===== config.mk =====
export PLATFORM = sky130hd
export DESIGN_NAME = seg7_scan_flat
export DESIGN_NICKNAME = d
export VERILOG_FILES = /design/src/rtl/seg7_pkg.sv /design/src/rtl/seg7_scan_if.sv /design/src/rtl/seg7_decode.sv /design/src/rtl/seg7_scan.sv /design/src/flat_wrapper.sv
export SDC_FILE = /design/constraint.sdc
export NUM_CORES = 1
export LEC_CHECK = 0
export ABC_AREA = 1
export BUFFER_PORTS_ARGS = -buffer_cell sky130_fd_sc_hd__buf_4
export CELL_PAD_IN_SITES_DETAIL_PLACEMENT = 0
export CELL_PAD_IN_SITES_GLOBAL_PLACEMENT = 1
export CORE_ASPECT_RATIO = 1.1
export CORE_MARGIN = 2
export CORE_UTILIZATION = 25
export DETAILED_ROUTE_END_ITERATION = 16
export PLACE_DENSITY = 0.52
export SYNTH_ARGS = -nofsm -noshare
export SYNTH_HDL_FRONTEND = slang
export SYNTH_SLANG_ARGS = --single-unit

===== constraint.sdc =====
create_clock -name clk -period 1.6 [get_ports clk]
set_clock_uncertainty 0.05 [all_clocks]
set_input_delay 0.16 -clock clk [delete_from_list [all_inputs] [get_ports clk]]
set_output_delay 0.16 -clock clk [all_outputs]
set_load 0.02 [all_outputs]

===== src/rtl/seg7_pkg.sv =====
// seg7_pkg: shared constants for the 7-segment scan driver.
// Glyphs are active-low {g,f,e,d,c,b,a} for a common-anode display.
package seg7_pkg;

    localparam int NUM_DIGITS = 5;

    typedef logic [3:0] bcd_t;

    localparam logic [6:0] SEG_0     = 7'h40;
    localparam logic [6:0] SEG_1     = 7'h79;
    localparam logic [6:0] SEG_2     = 7'h24;
    localparam logic [6:0] SEG_3     = 7'h30;
    localparam logic [6:0] SEG_4     = 7'h19;
    localparam logic [6:0] SEG_5     = 7'h12;
    localparam logic [6:0] SEG_6     = 7'h02;
    localparam logic [6:0] SEG_7     = 7'h78;
    localparam logic [6:0] SEG_8     = 7'h00;
    localparam logic [6:0] SEG_9     = 7'h10;
    localparam logic [6:0] SEG_DASH  = 7'h3F;
    localparam logic [6:0] SEG_BLANK = 7'h7F;

endpackage


===== src/rtl/seg7_scan_if.sv =====
// seg7_scan_if: digit input bus, display pins and debug state of seg7_scan.
//
// Handshake: update is a one-cycle valid strobe with no ready. The
// scanner always accepts it; the five digits are sampled on the same
// clock edge where update is high. There is no back-pressure.
interface seg7_scan_if;
    import seg7_pkg::*;

    bcd_t                  tens_of_thousands;
    bcd_t                  thousands;
    bcd_t                  hundreds;
    bcd_t                  tens;
    bcd_t                  ones;
    logic                  update;
    logic [6:0]            seg;
    logic [NUM_DIGITS-1:0] an;
    logic                  frame_start;
    logic [2:0]            dbg_idx;
    logic                  dbg_pend;

    modport master (
        output tens_of_thousands, thousands, hundreds, tens, ones, update,
        input  seg, an, frame_start, dbg_idx, dbg_pend
    );

    modport slave (
        input  tens_of_thousands, thousands, hundreds, tens, ones, update,
        output seg, an, frame_start, dbg_idx, dbg_pend
    );

endinterface


===== src/rtl/seg7_decode.sv =====
// seg7_decode: BCD digit to active-low segment pattern.
// Non-BCD codes 10..15 show a dash so bad upstream data is visible.
module seg7_decode
    import seg7_pkg::*;
(
    input  bcd_t       i_bcd,
    output logic [6:0] o_seg
);

    // Glyph lookup; anything outside 0..9 falls to the dash.
    always_comb begin
        o_seg = SEG_DASH;
        case (i_bcd)
            4'd0:    o_seg = SEG_0;
            4'd1:    o_seg = SEG_1;
            4'd2:    o_seg = SEG_2;
            4'd3:    o_seg = SEG_3;
            4'd4:    o_seg = SEG_4;
            4'd5:    o_seg = SEG_5;
            4'd6:    o_seg = SEG_6;
            4'd7:    o_seg = SEG_7;
            4'd8:    o_seg = SEG_8;
            4'd9:    o_seg = SEG_9;
            default: o_seg = SEG_DASH;
        endcase
    end

endmodule


===== src/rtl/seg7_scan.sv =====
// seg7_scan: time-multiplexed driver for a five-digit common-anode display.
// Digits are staged on update and copied to the shadow only at the frame
// boundary, so a frame never mixes old and new digits. Each digit slot is
// SCAN_DIV cycles long and starts with BLANK_CYC cycles of all anodes off.
// Optional feature macro: SEG7_LEADING_ZERO_BLANK_EN (suppress leading zeros).
module seg7_scan
    import seg7_pkg::*;
#(
    parameter int SCAN_DIV  = 50000,
    parameter int BLANK_CYC = 500
) (
    input  logic       clk,
    input  logic       rst_n,
    seg7_scan_if.slave bus
);

    localparam int                   CNT_W     = $clog2(SCAN_DIV);
    localparam logic [CNT_W-1:0]     CNT_LAST  = CNT_W'(SCAN_DIV - 1);
    localparam logic [2:0]           IDX_LAST  = 3'(NUM_DIGITS - 1);
    localparam logic [NUM_DIGITS-1:0] AN_OFF   = '1;

    logic [2:0]            r_idx;
    logic [CNT_W-1:0]      r_cnt;
    bcd_t                  r_stage  [NUM_DIGITS];
    bcd_t                  r_shadow [NUM_DIGITS];
    logic                  r_pend;
    logic [6:0]            r_seg;
    logic [NUM_DIGITS-1:0] r_an;
    logic                  r_frame_start;

    bcd_t                  w_in [NUM_DIGITS];
    logic                  w_slot_end;
    logic                  w_frame_end;
    logic                  w_in_blank;
    logic                  w_lz_blank;
    bcd_t                  w_cur_digit;
    logic [6:0]            w_glyph;

    assign w_in[0] = bus.ones;
    assign w_in[1] = bus.tens;
    assign w_in[2] = bus.hundreds;
    assign w_in[3] = bus.thousands;
    assign w_in[4] = bus.tens_of_thousands;

    assign w_slot_end  = (r_cnt == CNT_LAST);
    assign w_frame_end = w_slot_end && (r_idx == IDX_LAST);
    assign w_cur_digit = r_shadow[r_idx];

    // With no blank interval the comparison would be constant, so skip it.
    generate
        if (BLANK_CYC == 0) begin : g_no_blank
            assign w_in_blank = 1'b0;
        end else begin : g_blank
            localparam logic [CNT_W-1:0] BLANK_END = CNT_W'(BLANK_CYC);
            assign w_in_blank = (r_cnt < BLANK_END);
        end
    endgenerate

`ifdef SEG7_LEADING_ZERO_BLANK_EN
    logic [NUM_DIGITS-1:0] w_nz_above;

    // Bit i is set when digit i or any more significant digit is non-zero.
    always_comb begin
        w_nz_above = '0;
        for (int i = 0; i < NUM_DIGITS; i++) begin
            for (int j = i; j < NUM_DIGITS; j++) begin
                if (r_shadow[j] != 4'd0) begin
                    w_nz_above[i] = 1'b1;
                end
            end
        end
    end

    // The ones digit always shows, so a value of zero reads "0".
    assign w_lz_blank = (r_idx != 3'd0) && !w_nz_above[r_idx];
`else
    assign w_lz_blank = 1'b0;
`endif

    seg7_decode u_decode (
        .i_bcd (w_cur_digit),
        .o_seg (w_glyph)
    );

    // Slot counter and digit index; index wraps after the last digit.
    always_ff @(posedge clk or negedge rst_n) begin
        if (!rst_n) begin
            r_cnt <= '0;
            r_idx <= 3'd0;
        end else if (w_slot_end) begin
            r_cnt <= '0;
            r_idx <= (r_idx == IDX_LAST) ? 3'd0 : r_idx + 3'd1;
        end else begin
            r_cnt <= r_cnt + 1'b1;
        end
    end

    // Staging/shadow handshake; an update on the boundary bypasses staging.
    always_ff @(posedge clk or negedge rst_n) begin
        if (!rst_n) begin
            r_pend <= 1'b0;
            for (int i = 0; i < NUM_DIGITS; i++) begin
                r_stage[i]  <= '0;
                r_shadow[i] <= '0;
            end
        end else begin
            if (bus.update) begin
                r_stage <= w_in;
            end
            if (w_frame_end) begin
                r_pend <= 1'b0;
                if (bus.update) begin
                    r_shadow <= w_in;
                end else if (r_pend) begin
                    r_shadow <= r_stage;
                end
            end else if (bus.update) begin
                r_pend <= 1'b1;
            end
        end
    end

    // Registered pin drive from this cycle's index, count and shadow.
    always_ff @(posedge clk or negedge rst_n) begin
        if (!rst_n) begin
            r_an          <= AN_OFF;
            r_seg         <= SEG_BLANK;
            r_frame_start <= 1'b0;
        end else begin
            r_frame_start <= (r_idx == 3'd0) && (r_cnt == '0);
            if (w_in_blank) begin
                r_an  <= AN_OFF;
                r_seg <= SEG_BLANK;
            end else begin
                r_an  <= ~(NUM_DIGITS'(1) << r_idx);
                r_seg <= w_lz_blank ? SEG_BLANK : w_glyph;
            end
        end
    end

    assign bus.seg         = r_seg;
    assign bus.an          = r_an;
    assign bus.frame_start = r_frame_start;
    assign bus.dbg_idx     = r_idx;
    assign bus.dbg_pend    = r_pend;

endmodule


===== src/flat_wrapper.sv =====
// flat-port wrapper written by rule: the top's interface ports become plain ports
module seg7_scan_flat import seg7_pkg::*;
#(
    parameter int SCAN_DIV  = 50000,
    parameter int BLANK_CYC = 500
)
  (clk, rst_n, bus_tens_of_thousands, bus_thousands, bus_hundreds, bus_tens, bus_ones, bus_update, bus_seg, bus_an, bus_frame_start, bus_dbg_idx, bus_dbg_pend);
  seg7_scan_if bus_i ();
  input  logic clk;
  input  logic rst_n;
  input wire logic [$bits(bus_i.tens_of_thousands)-1:0] bus_tens_of_thousands;
  input wire logic [$bits(bus_i.thousands)-1:0] bus_thousands;
  input wire logic [$bits(bus_i.hundreds)-1:0] bus_hundreds;
  input wire logic [$bits(bus_i.tens)-1:0] bus_tens;
  input wire logic [$bits(bus_i.ones)-1:0] bus_ones;
  input wire logic [$bits(bus_i.update)-1:0] bus_update;
  output wire logic [$bits(bus_i.seg)-1:0] bus_seg;
  output wire logic [$bits(bus_i.an)-1:0] bus_an;
  output wire logic [$bits(bus_i.frame_start)-1:0] bus_frame_start;
  output wire logic [$bits(bus_i.dbg_idx)-1:0] bus_dbg_idx;
  output wire logic [$bits(bus_i.dbg_pend)-1:0] bus_dbg_pend;
  assign bus_i.tens_of_thousands = bus_tens_of_thousands;
  assign bus_i.thousands = bus_thousands;
  assign bus_i.hundreds = bus_hundreds;
  assign bus_i.tens = bus_tens;
  assign bus_i.ones = bus_ones;
  assign bus_i.update = bus_update;
  assign bus_seg = bus_i.seg;
  assign bus_an = bus_i.an;
  assign bus_frame_start = bus_i.frame_start;
  assign bus_dbg_idx = bus_i.dbg_idx;
  assign bus_dbg_pend = bus_i.dbg_pend;
  seg7_scan #(.SCAN_DIV(SCAN_DIV), .BLANK_CYC(BLANK_CYC)) u_core (.clk(clk), .rst_n(rst_n), .bus(bus_i));
endmodule

# Word level (Yosys, flattened, before mapping)
# Memories as Yosys holds them, arrays and structs flattened.
# Index checks and enable logic that the tools add are counted.
# totals
n_memories	1
ff_bits	73
output_inout_bits	17
rom_bits	112
inputBits	23
wordCells	44
# mem_list
memory	words	width	read_ports	rd_ports_with_merged_regs	write_ports	line	source
(name not given)	16	7	1	0	0	seg7_decode.sv:13	case (i_bcd)
# op_classes
eq_ne	2
shift	1
bitwise	2
order_cmp	2
add_sub_neg	2
mux	11
n_reduce_logical	7
# op_table
operator	count
$mux 20	2
$add 16x1->16 const B	1
$eq 16x16->1 const B	1
$logic_not 16->1	1
$lt 16x9->1 const B	1
$mux 16	1
$bmux 4 s3	1
$mux 4	2
$mux 7	1
$mux 5	1
$not 5->5	1
$shl 1x3->5 const A	1
$ge 4x4->1 const B	1
$not 3->4	1
$reduce_bool 2->1	2
$add 3x1->3 const B	1
$eq 3x3->1 const B	1
$logic_not 3->1	1
$mux 3	1
$logic_and 1x1->1	2
$mux 1	2
$reduce_and 2->1	1

# Longest topological paths before layout
# Gate-level depths: netlist of run 1.
# An unclocked memory read counts as a cell.
# logic_depth
depth_word	6
mapped_depth	12
depth_no_buf	12

# By module
# Synthesis of run 1 repeated with hierarchy kept, for this count alone.
# hier_totals
hier_cells	436
hier_area_um2	3543.4
# by_module_without_submodules
mod	cells_per_inst	n_inst	seq_area_each_um2	area_each_um2
seg7_scan	401	1	1841.8	3355.7
seg7_decode	35	1	0.0	187.7

# Least setup slack after synthesis of run 1
# Ideal clock, no wire load.
# synth_timing
path_kind	register to register
from	register u_core.r_idx[0], in the netlist u_core.bus.dbg_idx[0]
to	register u_core.r_seg[3], in the netlist u_core.bus.seg[3]
path_buffers	1
slack_ps	-213
required_time_ps	1486
t_arrival_ps	1700
stages_incl_launch_ff	10
setup_time_ps	64
synth_period_minus_slack_ps	1813
path_cell_list	dfrtp_1 -> buf_4 -> nor2_2 -> nand3_1 -> nand2_1 -> inv_1 -> ha_1 -> nand3_1 -> nand3_1 -> nand3_1
# synth_via
elab_chain_len	6
# synth_rtl
item	line	source
start, declared	seg7_scan.sv:22	logic [2:0] r_idx;
start signal, assigned	seg7_scan.sv:92	r_idx <= (r_idx == IDX_LAST) ? 3'd0 : r_idx + 3'd1;
$not 3->4 (implied by the code)	seg7_scan.sv:47	assign w_cur_digit = r_shadow[r_idx];
$bmux 4 s3	seg7_scan.sv:47	
$mux 4 (implied by the code) (2 in a row)	seg7_scan.sv:47	
$mem_v2 16x7	--	
$mux 7	seg7_scan.sv:131	if (w_in_blank) begin
end signal, assigned	seg7_scan.sv:136	r_seg <= w_lz_blank ? SEG_BLANK : w_glyph;
end, declared	seg7_scan.sv:27	logic [6:0] r_seg;
# Every way passes these cells. The select of a mux whose other input is x is not followed.
# A chain may end at the register's enable or synchronous reset.

# Worst setup path in the final report of run 1
# layout_timing
from	register u_core.r_idx[0], in the netlist u_core.bus.dbg_idx[0]
to	register u_core.r_seg[4], in the netlist u_core.bus.seg[4]
# The elaborated chain is that of the path after synthesis.

==> PnR_summary.wiki, run 1 <==
{| class="wikitable"
! Metric !! Value
|-
| Most instantiated flip-flop cell in the synthesis netlist || sky130_fd_sc_hd__dfrtp_1
|-
| Detailed-routing iteration count for the pre-antenna-repair pass || 4
|-
| Total DRC errors in the routed layout || 0
|-
| Clock network latency to the later pin of the worst-skew pair || 0.35 ns
|-
| Area growth, synth to finish || 47.2%
|-
| DR iter-0 viols || 134
|-
| Register-to-Register Path Depth || 10
|-
| Most area-consuming cells after synthesis || sky130_fd_sc_hd__dfrtp_1 (42%), sky130_fd_sc_hd__nand2_1 (12%), sky130_fd_sc_hd__dfstp_2 (8.6%), sky130_fd_sc_hd__nand3_1 (5.7%), sky130_fd_sc_hd__o21ai_2 (5.3%)
|-
| H-tree depth || 3
|-
| Area share of the largest cell type after synthesis || 0.417
|-
| Total power || 4.27 mW
|-
| Required time at the endpoint of the critical path || 1.83 ns
|-
| Total Routing Usage GR || 0.121
|-
| CTS tree || yes
|-
| Maximum number of pins on one net before global-route repair || 42
|-
| Sequential-to-total area share from yosys stat || 0.503
|-
| Maximum capacitance violations || 0
|-
| Instance count of the mapped netlist || 422
|-
| Outcome || complete, but fails checks
|-
| Classification of the worst-slack hold path || input pin to register
|-
| Worst-case headroom to the max-slew limit || 0.679
|-
| Total gr overflow || 0
|-
| Upper clock frequency limit || 612 MHz
|-
| Floorplan die height || 131 um
|-
| Count of port buffers added during placement || 39
|-
| Total vias in the final route || 2,958
|-
| Max VDD drop || 495 uV
|-
| Post-synthesis cell type count || 29
|-
| Area of the placeable core || 0.0144 mm2
|-
| Violations in the final reports || setup timing
|-
| Post-DP HPWL || 6380 um
|-
| P_leak || 2.60 nW
|-
| Number of diodes || 0
|-
| Count of nets left with antenna violations after detail routing || 0
|-
| Setup crit start kind || register
|-
| Initial core utilization || 0.255
|-
| Total of endpoints with negative setup slack in the final report || 2
|-
| Critical Path End Type || register
|-
| Maximum fanout along the worst path || 4
|-
| CP Class || register to register
|-
| Number of antenna violations at the first check in global routing || 0
|-
| Number of I/O pins || 40
|-
| Number of enable flip-flop cells after synthesis || 0
|-
| Wire length of the first global-routing pass || 14,700 um
|-
| Yosys reg bits || 73
|-
| Routed WL || 8910 um
|-
| Final hold slack || 0.0000466 ns
|-
| Syn avg cell area || 8.68 um2
|-
| Final Instance Area || 0.00540 mm2
|-
| Die Span X || 119 um
|-
| Ys async rst share || 1.00
|-
| Largest area contributor in the netlist || sky130_fd_sc_hd__dfrtp_1
|-
| Data arrival time of the critical path || 1.86 ns
|-
| Master cell of the clock root buffer || sky130_fd_sc_hd__clkbuf_16
|-
| Maximum number of buffers from clock root to sink || 2
|-
| Fraction of layout instances using a drive strength above 1 || 0.462
|-
| Floorplan die area || 0.0156 mm2
|-
| DR WL/cell || 12.3 um
|-
| Power density of the placed cells || 791 mW/mm2
|-
| RSZ-0062 raised after global routing || true
|-
| Area of placed instances || 0.00450 mm2
|-
| Synth Net Count || 458
|-
| Yosys warns || 0
|-
| Fin util || 0.375
|-
| # rows || 46
|-
| Worst hold path stage count || 3
|-
| Share of the cycle needed by the critical path after routing || 1.02
|-
| Hold Violations, Final || 0
|-
| Cts bufs inserted || 9
|-
| Clk sink count || 73
|-
| Post-CTS clock slew at the launch and capture registers of the worst setup and hold paths || 0.06 ns
|-
| Max Slew Vio Count || 0
|-
| Via count of the first global-routing pass || 2,995
|-
| Placement Setup Slack || -0.0537 ns
|-
| Post-route worst setup slack || -0.0351 ns
|-
| Worst-Margin Slew || 0.482 ns
|-
| Post-layout minimum cycle time || 1.64 ns
|-
| Placer congestion estimate || 0.833
|-
| Nets || 564
|-
| Synth Cell Area || 0.00366 mm2
|-
| Post-DR vias/cell || 4.08
|}
metrics by stage:
step | std cells | TNS [ns]
global route | 725 | -1.44
CTS | 720 | -0.0939
finish | 725 | -0.0544
global placement | 684 | -0.0827
detailed placement | 684 | -0.315
floorplan | 422 | -0.0404
routing by layer:
layer	track usage	vias up	share of wire
met5	0	-	0
met4	0.0699	0	0.031
met3	0.0295	18	0.034
met2	0.194	49	0.48
met1	0.150	1367	0.45
li1	-	1524	-
state kept, by name, indices dropped and copies added, names as in the netlist:
name,count
u_core.bus.dbg_idx,3
u_core.bus.an,5
u_core.r_cnt,16
u_core.bus.frame_start,1
u_core.bus.dbg_pend,1
u_core.r_stage,20
u_core.r_shadow,20
u_core.bus.seg,7
cell usage after synthesis, types with 2 or more instances:
master and instances:
sky130_fd_sc_hd__nand2_1 120, sky130_fd_sc_hd__dfrtp_1 61, sky130_fd_sc_hd__inv_1 50, sky130_fd_sc_hd__nand3_1 42, sky130_fd_sc_hd__nand2_2 25, sky130_fd_sc_hd__o21ai_2 22
sky130_fd_sc_hd__nor2_1 18, sky130_fd_sc_hd__ha_1 13, sky130_fd_sc_hd__dfstp_2 12, sky130_fd_sc_hd__inv_2 9, sky130_fd_sc_hd__xor2_1 9, sky130_fd_sc_hd__nor2_2 6
sky130_fd_sc_hd__nor3_1 6, sky130_fd_sc_hd__buf_6 4, sky130_fd_sc_hd__clkbuf_1 4, sky130_fd_sc_hd__nand4_1 3, sky130_fd_sc_hd__buf_2 2, sky130_fd_sc_hd__buf_4 2
sky130_fd_sc_hd__nor3_2 2, sky130_fd_sc_hd__o21ai_0 2, sky130_fd_sc_hd__or2_2 2
cells in the final DEF, fill, tap and decap left out, types with 2 or more instances in the layout:
cell type | Yosys | final
sky130_fd_sc_hd__xor2_1 | 9 | 9
sky130_fd_sc_hd__nand2_4 | 0 | 7
sky130_fd_sc_hd__inv_1 | 50 | 44
sky130_fd_sc_hd__o21ai_2 | 22 | 21
sky130_fd_sc_hd__clkbuf_16 | 0 | 9
sky130_fd_sc_hd__nand3_1 | 42 | 19
sky130_fd_sc_hd__dlygate4sd3_1 | 0 | 13
sky130_fd_sc_hd__ha_1 | 13 | 8
sky130_fd_sc_hd__nand4_1 | 3 | 3
sky130_fd_sc_hd__dfstp_2 | 12 | 12
sky130_fd_sc_hd__nand2_1 | 120 | 103
sky130_fd_sc_hd__nor2_4 | 0 | 2
sky130_fd_sc_hd__buf_4 | 2 | 82
sky130_fd_sc_hd__or2_2 | 2 | 2
sky130_fd_sc_hd__nand2_2 | 25 | 35
sky130_fd_sc_hd__buf_12 | 0 | 3
sky130_fd_sc_hd__nor3_2 | 2 | 3
sky130_fd_sc_hd__nand3_2 | 0 | 20
sky130_fd_sc_hd__dfrtp_1 | 61 | 59
sky130_fd_sc_hd__ha_4 | 0 | 4
sky130_fd_sc_hd__nor3_1 | 6 | 4
sky130_fd_sc_hd__inv_6 | 0 | 2
sky130_fd_sc_hd__buf_6 | 4 | 8
sky130_fd_sc_hd__clkbuf_8 | 0 | 4
sky130_fd_sc_hd__inv_4 | 0 | 5
sky130_fd_sc_hd__inv_2 | 9 | 8
sky130_fd_sc_hd__dfrtp_2 | 0 | 2
sky130_fd_sc_hd__nand3_4 | 1 | 4
sky130_fd_sc_hd__nor2_2 | 6 | 5
sky130_fd_sc_hd__nor2_1 | 18 | 17
power by group:
group / internal [mW] / total [mW] / leakage, nW / switching (mW)
Clock: 1.38 / 2.15 / 0.159 / 0.776
Sequential: 1.89 / 1.90 / 0.920 / 0.0118
Combinational: 0.0890 / 0.211 / 1.52 / 0.122
Total: 3.36 / 4.27 / 2.60 / 0.910
critical path: stages, from the launching register on:
cell                      delay (ns)
sky130_fd_sc_hd__dfrtp_2        0.45
sky130_fd_sc_hd__buf_4          0.16
sky130_fd_sc_hd__buf_16         0.12
sky130_fd_sc_hd__nand2_1        0.06
sky130_fd_sc_hd__nand3_2        0.13
sky130_fd_sc_hd__nand2_1        0.12
sky130_fd_sc_hd__nand2_2        0.10
sky130_fd_sc_hd__nand2_2        0.12
sky130_fd_sc_hd__nand2_1        0.10
sky130_fd_sc_hd__nand3_2        0.09
sky130_fd_sc_hd__nand2_1        0.05
layout make-up:
type	count	area [um2]
clock inverter	2	35.0
timing repair buffer	107	923
inverter	60	248
sequential	73	1840
clock buffer	14	284
fill	1503	8990
tap	192	240
multi-input combinational	277	1820
path summary, 6_finish.rpt:
check | from | to | slack, ns
max | u_core.bus.dbg_idx[0] | u_core.bus.seg[4] | -0.04
min | bus_tens[2] | u_core.r_stage[14] | 0.00005
max reg2reg | u_core.bus.dbg_idx[0] | u_core.bus.seg[4] | -0.04
min reg2reg | u_core.r_stage[12] | u_core.r_stage[12] | 0.42
max in group asynchronous | rst_n | u_core.r_shadow[7] | 0.65
min in group asynchronous | rst_n | u_core.r_cnt[11] | 0.26
repair_timing:
item | CTS | global route
hold endpoints to repair | 32 | 0
setup endpoints to repair | 25 | 36
gates resized for setup | 22 | 62
pin swaps | 14 | 24
buffers inserted | 6 | 5
hold buffers | 13 | 0
gates cloned | 1 | 0
cell families (layout without fill, tap and decap cells):
group,count (synthesis),count (layout),share of synthesized area
AO/OA/AOI/OAI,28,28,0.0642
XOR/XNOR,9,9,0.0215
adder cells (fa/ha/maj),13,13,0.0444
buffers and inverters,72,183,0.0847
flip-flops,73,73,0.503
AND/OR/NAND/NOR,227,227,0.283
(Power assumes the default switching activity.)
==> run 2: changes to the inputs <==
--- a/config.mk
+++ b/config.mk
@@ -9,7 +9,6 @@
 export BUFFER_PORTS_ARGS = -buffer_cell sky130_fd_sc_hd__buf_4
 export CELL_PAD_IN_SITES_DETAIL_PLACEMENT = 0
 export CELL_PAD_IN_SITES_GLOBAL_PLACEMENT = 1
-export CORE_ASPECT_RATIO = 1.1
 export CORE_MARGIN = 2
 export CORE_UTILIZATION = 25
 export DETAILED_ROUTE_END_ITERATION = 16
==> PnR_summary.wiki, run 2 (synthesis gave the netlist of run 1 again) <==
{| class="wikitable"
! Metric !! Value
|-
| Outcome || complete, but fails checks (unchanged)
|-
| Violations in the final reports || setup timing (unchanged)
|-
| Post-route worst setup slack || -0.0311 ns (was -0.0351 ns)
|-
| Total Routing Usage GR || 0.120 (was 0.121)
|-
| Maximum capacitance violations || 0 (unchanged)
|-
| Via count of the first global-routing pass || 3,035 (was 2,995)
|-
| Count of nets left with antenna violations after detail routing || 0 (unchanged)
|-
| Combinational power share || 0.052 (was 0.049)
|-
| Number of I/O pins || 40 (unchanged)
|-
| Maximum number of pins on one net before global-route repair || 32 (was 42)
|-
| Total DRC errors in the routed layout || 0 (unchanged)
|-
| Upper clock frequency limit || 613 MHz (was 612 MHz)
|-
| Net switching share of the total power || 0.217 (was 0.213)
|-
| Power density of the placed cells || 787 mW/mm2 (was 791 mW/mm2)
|-
| H-tree depth || 3 (unchanged)
|-
| Max Slew Vio Count || 0 (unchanged)
|-
| Classification of the worst-slack hold path || input pin to register (unchanged)
|-
| Die Span X || 125 um (was 119 um)
|-
| Master cell of the clock root buffer || sky130_fd_sc_hd__clkbuf_16 (unchanged)
|-
| Worst-Margin Slew || 0.432 ns (was 0.482 ns)
|-
| Count of port buffers added during placement || 39 (unchanged)
|-
| Share of the cycle needed by the critical path after routing || 1.02 (about the same)
|-
| # rows || 44 (was 46)
|-
| Final Instance Area || 0.00544 mm2 (was 0.00540 mm2)
|-
| Wire length of the first global-routing pass || 14,800 um (was 14,700 um)
|-
| Setup crit start kind || register (unchanged)
|-
| Critical Path End Type || register (unchanged)
|-
| CTS tree || yes (unchanged)
|-
| Clock network latency to the later pin of the worst-skew pair || 0.34 ns (was 0.35 ns)
|-
| Post-DR vias/cell || 4.08 (about the same)
|-
| Cts bufs inserted || 9 (unchanged)
|-
| Max VDD drop || 495 uV (about the same)
|-
| Hold Violations, Final || 0 (unchanged)
|-
| Clock share of power || 0.502 (was 0.504)
|-
| Total of endpoints with negative setup slack in the final report || 4 (was 2)
|-
| Post-CTS clock slew at the launch and capture registers of the worst setup and hold paths || 0.06 ns (about the same)
|-
| Post-layout minimum cycle time || 1.63 ns (was 1.64 ns)
|-
| Detailed-routing iteration count for the pre-antenna-repair pass || 4 (unchanged)
|-
| Floorplan die area || 0.0156 mm2 (about the same)
|-
| DR WL/cell || 12.3 um (about the same)
|-
| Internal Power || 3.35 mW (was 3.36 mW)
|-
| Fraction of layout instances using a drive strength above 1 || 0.459 (was 0.462)
|-
| Number of diodes || 0 (unchanged)
|-
| Largest registers ranked by flip-flop count || u_core.r_shadow x20, u_core.r_stage x20, u_core.r_cnt x16 (unchanged)
|-
| Total vias in the final route || 2,938 (was 2,958)
|-
| Placer congestion estimate || 0.792 (was 0.833)
|-
| Fin util || 0.377 (was 0.375)
|-
| Worst-case headroom to the max-slew limit || 0.712 (was 0.679)
|-
| Initial core utilization || 0.254 (was 0.255)
|-
| Post-DP HPWL || 6400 um (was 6380 um)
|-
| Leading cell types in the layout, fill and taps excluded || sky130_fd_sc_hd__nand2_1 (101), sky130_fd_sc_hd__buf_4 (78), sky130_fd_sc_hd__dfrtp_1 (59) (was sky130_fd_sc_hd__nand2_1 (103), sky130_fd_sc_hd__buf_4 (82), sky130_fd_sc_hd__dfrtp_1 (59))
|-
| Routed WL || 8880 um (was 8910 um)
|-
| Maximum fanout along the worst path || 5 (was 4)
|-
| Switching component of the power || 0.928 mW (was 0.910 mW)
|-
| Area growth, synth to finish || 48.4% (was 47.2%)
|-
| Area of placed instances || 0.00449 mm2 (was 0.00450 mm2)
|-
| Maximum number of buffers from clock root to sink || 2 (unchanged)
|-
| Number of antenna violations at the first check in global routing || 0 (unchanged)
|-
| Data arrival time of the critical path || 1.85 ns (was 1.86 ns)
|-
| DR iter-0 viols || 102 (was 134)
|-
| Leading cell type in the layout, fill and taps excluded || sky130_fd_sc_hd__nand2_1 (unchanged)
|-
| Nets || 567 (was 564)
|-
| CP Class || register to register (unchanged)
|-
| RSZ-0062 raised after global routing || true (unchanged)
|-
| Total gr overflow || 0 (unchanged)
|-
| P_leak || 2.64 nW (was 2.60 nW)
|-
| Area of the placeable core || 0.0144 mm2 (about the same)
|-
| Required time at the endpoint of the critical path || 1.81 ns (was 1.83 ns)
|-
| Floorplan die height || 125 um (was 131 um)
|-
| Part of the power in registers || 0.445 (was 0.446)
|-
| Clk sink count || 73 (unchanged)
|}
==> run 2: cell types whose count changed in the layout (fill, tap and decap cells not counted), moves of 2 or more <==
cell                            before  now
sky130_fd_sc_hd__ha_2                1    3
sky130_fd_sc_hd__ha_1                8    6
sky130_fd_sc_hd__dlygate4sd3_1      13   19
sky130_fd_sc_hd__buf_4              82   78
sky130_fd_sc_hd__inv_6               2    0
sky130_fd_sc_hd__clkbuf_8            4    0
sky130_fd_sc_hd__clkbuf_16           9   11
sky130_fd_sc_hd__nand2_4             7    9
sky130_fd_sc_hd__clkinv_2            1    3
sky130_fd_sc_hd__nand2_1           103  101
==> run 2: per-stage QoR <==
step / std cells / power [mW] / setup slack (ns) / setup TNS (ns) / hold WS, ns
after floorplan: 422 / 2.02 / -0.0250 / -0.0404 / -0.186
after global placement: 675 / 2.13 / -0.0118 / -0.110 / 0.0574
after detailed placement: 675 / 2.13 / -0.0470 / -0.236 / 0.0586
after CTS: 714 / 4.35 / -0.0144 / -0.0271 / 0.000615
after global routing: 720 / 4.48 / -0.112 / -2.27 / 0.0267
final: 720 / 4.28 / -0.0311 / -0.0375 / 0.0114
==> run 2: what timing repair did <==
action	CTS	global route
endpoints found under the hold margin	43	0
gates cloned	1	2
setup buffers	3	4
pin swaps	6	22
hold buffers	19	0
gates resized for setup	13	69
setup endpoints to repair	21	34
==> run 2: layout make-up <==
type	instances	area [um2]
fillers	1526	8990
flip-flops and latches	73	1840
multi-input cells	277	1820
repair buffers	110	992
inverters	60	240
well taps	184	230
clock buffers	10	229
clock inverters	6	82.6
==> run 2: critical path, stage by stage, from the launching register on <==
cell,delay (ns)
sky130_fd_sc_hd__dfrtp_2,0.46
sky130_fd_sc_hd__buf_12,0.16
sky130_fd_sc_hd__nor2_4,0.11
sky130_fd_sc_hd__nand3_2,0.10
sky130_fd_sc_hd__nand2_4,0.12
sky130_fd_sc_hd__inv_4,0.06
sky130_fd_sc_hd__ha_4,0.27
sky130_fd_sc_hd__nand3_4,0.06
sky130_fd_sc_hd__nand3_2,0.08
sky130_fd_sc_hd__nand3_2,0.07
==> run 2: path summary, 6_finish.rpt <==
| check | startpoint | end | slack, ns | depth (start not counted) |
|---|---|---|---|---|
| max reg2reg | u_core.bus.dbg_idx[0] | u_core.bus.seg[3] | -0.03 | 9 |
| min in group asynchronous | rst_n | u_core.r_cnt[6] | 0.22 | 2 |
| min reg2reg | u_core.r_stage[0] | u_core.r_stage[0] | 0.42 | 2 |
| max | u_core.bus.dbg_idx[0] | u_core.bus.seg[3] | -0.03 | 9 |
| max in group asynchronous | rst_n | u_core.r_shadow[6] | 0.70 | 3 |
| min | bus_hundreds[0] | u_core.r_stage[8] | 0.01 | 3 |
==> run 2: layer usage <==
metal | track usage | routed length [um] | vias to the layer above
li1 | - | - | 1536
met1 | 0.155 | 4250 | 1355
met2 | 0.187 | 4150 | 35
met3 | 0.0355 | 298 | 12
met4 | 0.0510 | 175 | 0
met5 | 0 | 0 | -
==> run 2: power groups by stage <==
| stage | registers (mW) | clock network [mW] | logic [mW] |
|---|---|---|---|
| 2_1_floorplan | 1.93 | 0 | 0.0835 |
| 5_1_grt | 1.91 | 2.31 | 0.262 |
| 4_1_cts | 1.90 | 2.22 | 0.234 |
| 6_report | 1.90 | 2.15 | 0.224 |
| 3_3_place_gp | 1.94 | 0 | 0.197 |
| 3_5_place_dp | 1.94 | 0 | 0.198 |
